$ cat src/rtl/pos_mask_decoder.sv
// Decodes a stream of bit positions into one-hot bits and ORs them into a group mask; result registered 1 cycle after the closing beat.
// Input is stalled only while a finished mask waits on out_ready; draining and accepting in the same cycle is allowed.
module pos_mask_decoder #(
  parameter int WIDTH = 4,
  parameter int IDX_W = 2,
  parameter int GROUP = 4,
  localparam int CNT_W = $clog2(GROUP + 1)
) (
  input  logic             clk,
  input  logic             rst_n,
  input  logic             in_valid,
  output logic             in_ready,
  input  logic [IDX_W-1:0] in_pos,
  input  logic             in_last,
  output logic             out_valid,
  input  logic             out_ready,
  output logic [WIDTH-1:0] out_mask,
  output logic [CNT_W-1:0] out_count,
  output logic             out_dup,
  output logic             out_err
);

  localparam logic [0:0] ST_IDLE  = 1'b0;
  localparam logic [0:0] ST_ACCUM = 1'b1;

  logic [0:0]       r_state;
  logic [WIDTH-1:0] r_acc;
  logic [CNT_W-1:0] r_cnt;
  logic             r_dup;
  logic             r_err;
  logic             r_out_valid;
  logic [WIDTH-1:0] r_out_mask;
  logic [CNT_W-1:0] r_out_count;
  logic             r_out_dup;
  logic             r_out_err;

  logic             w_in_ready;
  logic             w_accept;
  logic [31:0]      w_pos_ext;
  logic             w_in_range;
  logic [WIDTH-1:0] w_onehot;
  logic             w_dup_hit;
  logic [CNT_W-1:0] w_cnt_next;
  logic             w_close;

  assign w_in_ready = !(r_out_valid && !out_ready);
  assign w_accept   = in_valid && w_in_ready;
  assign w_pos_ext  = 32'(in_pos);
  assign w_in_range = (w_pos_ext < 32'(WIDTH));

  always_comb begin
    w_onehot = '0;
    for (int i = 0; i < WIDTH; i++) begin
      w_onehot[i] = (w_pos_ext == 32'(i));
    end
  end

  assign w_dup_hit  = |(w_onehot & r_acc);
  assign w_cnt_next = r_cnt + CNT_W'(1);
  // A group closes on in_last or when this beat fills it to GROUP beats.
  assign w_close    = w_accept && (in_last || (w_cnt_next == CNT_W'(GROUP)));

  always_ff @(posedge clk or negedge rst_n) begin
    if (!rst_n) begin
      r_state     <= ST_IDLE;
      r_acc       <= '0;
      r_cnt       <= '0;
      r_dup       <= 1'b0;
      r_err       <= 1'b0;
      r_out_valid <= 1'b0;
      r_out_mask  <= '0;
      r_out_count <= '0;
      r_out_dup   <= 1'b0;
      r_out_err   <= 1'b0;
    end else begin
      if (w_close) begin
        r_state     <= ST_IDLE;
        r_acc       <= '0;
        r_cnt       <= '0;
        r_dup       <= 1'b0;
        r_err       <= 1'b0;
        r_out_valid <= 1'b1;
        r_out_mask  <= r_acc | w_onehot;
        r_out_count <= w_cnt_next;
        r_out_dup   <= r_dup | w_dup_hit;
        r_out_err   <= r_err | !w_in_range;
      end else begin
        if (w_accept) begin
          r_state <= ST_ACCUM;
          r_acc   <= r_acc | w_onehot;
          r_cnt   <= w_cnt_next;
          r_dup   <= r_dup | w_dup_hit;
          r_err   <= r_err | !w_in_range;
        end
        // Fields are left as-is after a drain; out_valid alone qualifies them.
        if (r_out_valid && out_ready) begin
          r_out_valid <= 1'b0;
        end
      end
    end
  end

  assign in_ready  = w_in_ready;
  assign out_valid = r_out_valid;
  assign out_mask  = r_out_mask;
  assign out_count = r_out_count;
  assign out_dup   = r_out_dup;
  assign out_err   = r_out_err;

endmodule

$ cat config.mk
export PLATFORM = sky130hd
export DESIGN_NAME = pos_mask_decoder
export DESIGN_NICKNAME = d
export VERILOG_FILES = /design/src/rtl/pos_mask_decoder.sv
export SDC_FILE = /design/constraint.sdc
export NUM_CORES = 1
export LEC_CHECK = 0
export BUFFER_PORTS_ARGS = -buffer_cell sky130_fd_sc_hd__buf_2
export CORE_MARGIN = 4
export CORE_UTILIZATION = 50
export CTS_CLUSTER_SIZE = 8
export DETAILED_ROUTE_END_ITERATION = 10
export PLACE_DENSITY = 0.83
export REMOVE_ABC_BUFFERS = 1
export SYNTH_ARGS = -nofsm -noshare
export SYNTH_HDL_FRONTEND = slang
export SYNTH_SLANG_ARGS = --single-unit
$ cat constraint.sdc
create_clock -name clk -period 4.5 [get_ports clk]
set_clock_uncertainty 0.05 [all_clocks]
set_input_delay 0.9 -clock clk [delete_from_list [all_inputs] [get_ports clk]]
set_output_delay 0.9 -clock clk [all_outputs]
set_load 0.02 [all_outputs]
==> results.toml <==
[timing]
max_slew_margin_pct = 59.5
fin_tns_setup_ps = 0
final.period_utilization_pct = 64.7
final-setup-viol-count = 0
finalCriticalPeriod_ps = 2910
hold_viol = 0
finalMaxSlewViolations = 0
worstMarginPinSlew_ps = 606
rsz_0062_raised_after_global_routing = "no"
fmax_mhz = 344

[critical_path]
cp_common_cell = "sky130_fd_sc_hd__buf_2"
cpPeakStageDelay_ps = 480
crit_arrival_ps = 1960
setup.worst_path.start_class = "input pin"
family_with_the_most_delay_on_the_worst_path = "buffers and inverters"
endpoint_required_time_on_the_critical_path_ps = 3550
timing.critical_path.to_type = "output pin"
timing.critical_path.buf_inv = 3
r2r.worst_path.cells = 5
cp-startpoint = "out_ready"
timing.rr.start = "r_cnt[0]"
crit_path_top_delay_cell = "sky130_fd_sc_hd__nor2b_1"
cp-endpoint = "in_ready"
ff2ff_setup_slack_ps = 2370
worst-path-max-fanout = 9
worstReg2RegEnd = "out_count[1]"
crit_chain = "buf_2, nor2b_1, inv_1, buf_2"
timing.setup.critical_path_class = "in -> out"
crit_cells = 4

[min_path]
hp-class = "in -> async"

[route]
route.final.wire_length_um = 1520
dr_iter_0_viols = 23
drt-vias-per-instance = 5.54
route.detailed.wl_per_inst_um = 14.2
antenna_violating_nets_post_route = 0
drc = 0
dr_total_vias = 593
drt_first_pass_iters = 4

[cts]
root_buffer = "sky130_fd_sc_hd__clkbuf_4"
cts_post_setup_buffers_inserted = 0
cts_hold_repair.buffers = 0
cts_buffers = 3
htree_num_levels = 1
cts_tree = "yes"
ctsLongestPathBuffers = 2
cts_num_sinks = 17
clkLatencyLatePin_ps = 300
cts_resized = 0
worst_setup_hold_path_clk_slew_ps = 110

[floorplanning]
core-area_mm2 = 0.00151
dieWidth_um = 47.8
ioPinCount = 18
initial_core_util_pct = 52.7
fp.dieArea_mm2 = 0.00229
fp-row-count = 14
die_h_um = 47.8

[global_route]
first_pass_grt_wire_length_um = 2480
grt_usage_pct = 15.7
first_global_vias = 559
grt_max_degree = 18
grt_overflow_total = 0
initial_antenna_violation_count = 0

[cells_and_area]
instances_no_fill = 107
insertedDiodeCount = 0
final_common_cell = "sky130_fd_sc_hd__dfrtp_1"
layout.nets = 101
area_growth_syn_to_layout_pct = 13.4
final.fill_count = 128
drive_above_1_share_pct = 28.6
layout.cells.most_common_list = "sky130_fd_sc_hd__dfrtp_1 (17), sky130_fd_sc_hd__buf_2 (16), sky130_fd_sc_hd__nor2_1 (11)"
fin_util_pct = 59.7

[yosys]
netlist_area_um2 = 793
post_synth.cell_area_avg_um2 = 10.6
ys_warn_count = 0
yosys.area.top_type_share_pct = 53.6
synthesis.instances = 75
synth.area.top_cells = "sky130_fd_sc_hd__dfrtp_1 (54%), sky130_fd_sc_hd__nor2_1 (5.2%), sky130_fd_sc_hd__o31ai_1 (4.7%), sky130_fd_sc_hd__mux2_2 (4.3%), sky130_fd_sc_hd__mux2i_1 (3.8%)"
netlist-cell-type-count = 25
seq_area_frac_synth_pct = 53.6
yosysTopAreaCell = "sky130_fd_sc_hd__dfrtp_1"
ys_seq_elements = 17

[run_status]
run_status = "complete, no violations"

[place]
port_buffers = 16
placed_cells_incl_taps = 103
globalplace.congestion = 0.748
hpwl_um = 1090

[flow_run]
max_cap_viol_count = 0

[power_and_ir_drop]
power.density_cell_area_mw_per_mm2 = 534
worst_ir_drop_vdd_mv = 0.305
cellLeakagePower_nw = 0.453
==> layout make-up <==
class | instances | area, um^2 | area share [%]
clock buffer | 3 | 22.5 | 2.50
clock inverter | 1 | 5.00 | 0.556
inverter | 5 | 18.8 | 2.09
multi-input combinational | 49 | 328 | 36.4
sequential | 17 | 425 | 47.3
tap | 16 | 20.0 | 2.23
timing repair buffer | 16 | 80.1 | 8.90
==> worst min path at each step <==
stage               slack, ps  cells past startpoint            to
finish                    450                      1   out_mask[2]
global route              470                      1   out_mask[2]
global placement          430                      2   out_mask[2]
detailed placement        440                      1  out_count[1]
floorplan                 430                      1      r_cnt[2]
CTS                       460                      1   out_mask[2]
==> kinds of logic (layout without fill, tap and decap cells) <==
group	after synthesis	after routing	share of synthesized area [%]
adder cells (fa/ha/maj)	2	2	3.15
flip-flops	17	17	53.6
multiplexers	7	7	9.94
AO/OA/AOI/OAI	18	18	14.8
AND/OR/NAND/NOR	21	21	12.9
other	1	1	0.473
buffers and inverters	9	25	5.05
==> Yosys cell counts <==
| cell type | count |
|---|---|
| sky130_fd_sc_hd__o21ai_0 | 6 |
| sky130_fd_sc_hd__inv_2 | 1 |
| sky130_fd_sc_hd__dfrtp_1 | 17 |
| sky130_fd_sc_hd__nor2_1 | 11 |
| sky130_fd_sc_hd__mux2_4 | 1 |
| sky130_fd_sc_hd__ha_1 | 2 |
| sky130_fd_sc_hd__nor3_1 | 2 |
| sky130_fd_sc_hd__a41oi_1 | 1 |
| sky130_fd_sc_hd__mux2i_1 | 3 |
| sky130_fd_sc_hd__a31oi_1 | 3 |
| sky130_fd_sc_hd__buf_4 | 1 |
| sky130_fd_sc_hd__buf_2 | 2 |
| sky130_fd_sc_hd__nor3_2 | 1 |
| sky130_fd_sc_hd__o211a_1 | 1 |
| sky130_fd_sc_hd__conb_1 | 1 |
| sky130_fd_sc_hd__o31ai_1 | 5 |
| sky130_fd_sc_hd__nand2_1 | 1 |
| sky130_fd_sc_hd__clkbuf_1 | 1 |
| sky130_fd_sc_hd__mux2_2 | 3 |
| sky130_fd_sc_hd__or3_1 | 1 |
| sky130_fd_sc_hd__nand4_1 | 1 |
| sky130_fd_sc_hd__a22oi_1 | 1 |
| sky130_fd_sc_hd__nor2b_1 | 4 |
| sky130_fd_sc_hd__inv_1 | 4 |
| sky130_fd_sc_hd__a21oi_1 | 1 |
==> routing by layer <==
metal	wire [um]	global-route usage (%)	vias up	part of all wire, %
li1	-	-	295	-
met1	700	21.0	280	46
met2	737	24.5	14	48
met3	48	2.26	4	3.1
met4	38	8.06	0	2.5
met5	0	0	-	0
==> where the power goes <==
part	switching, W	total [W]	leakage, nW	internal (W)
clock network	0.0000519	0.0000851	0.0177	0.0000332
logic	0.000103	0.000171	0.220	0.0000683
registers	0.0000258	0.000224	0.215	0.000198
==> flip-flops by register name, indices dropped and copies added (netlist names) <==
name	cells
out_count	3
r_acc	4
r_cnt	3
out_mask	4
out_dup	1
out_valid	1
r_dup	1
==> stage by stage <==
stage | instance area, um^2 | hold WS [ps] | power [W] | setup slack, ps
after floorplan | 772 | 431 | 0.000339 | 2000
after global placement | 872 | 434 | 0.000393 | 1680
after detailed placement | 872 | 438 | 0.000398 | 1600
after CTS | 900 | 456 | 0.000483 | 1600
after global routing | 900 | 474 | 0.000511 | 1470
final | 900 | 446 | 0.000480 | 1590
No activity file was read; power rests on OpenSTA's default activity.
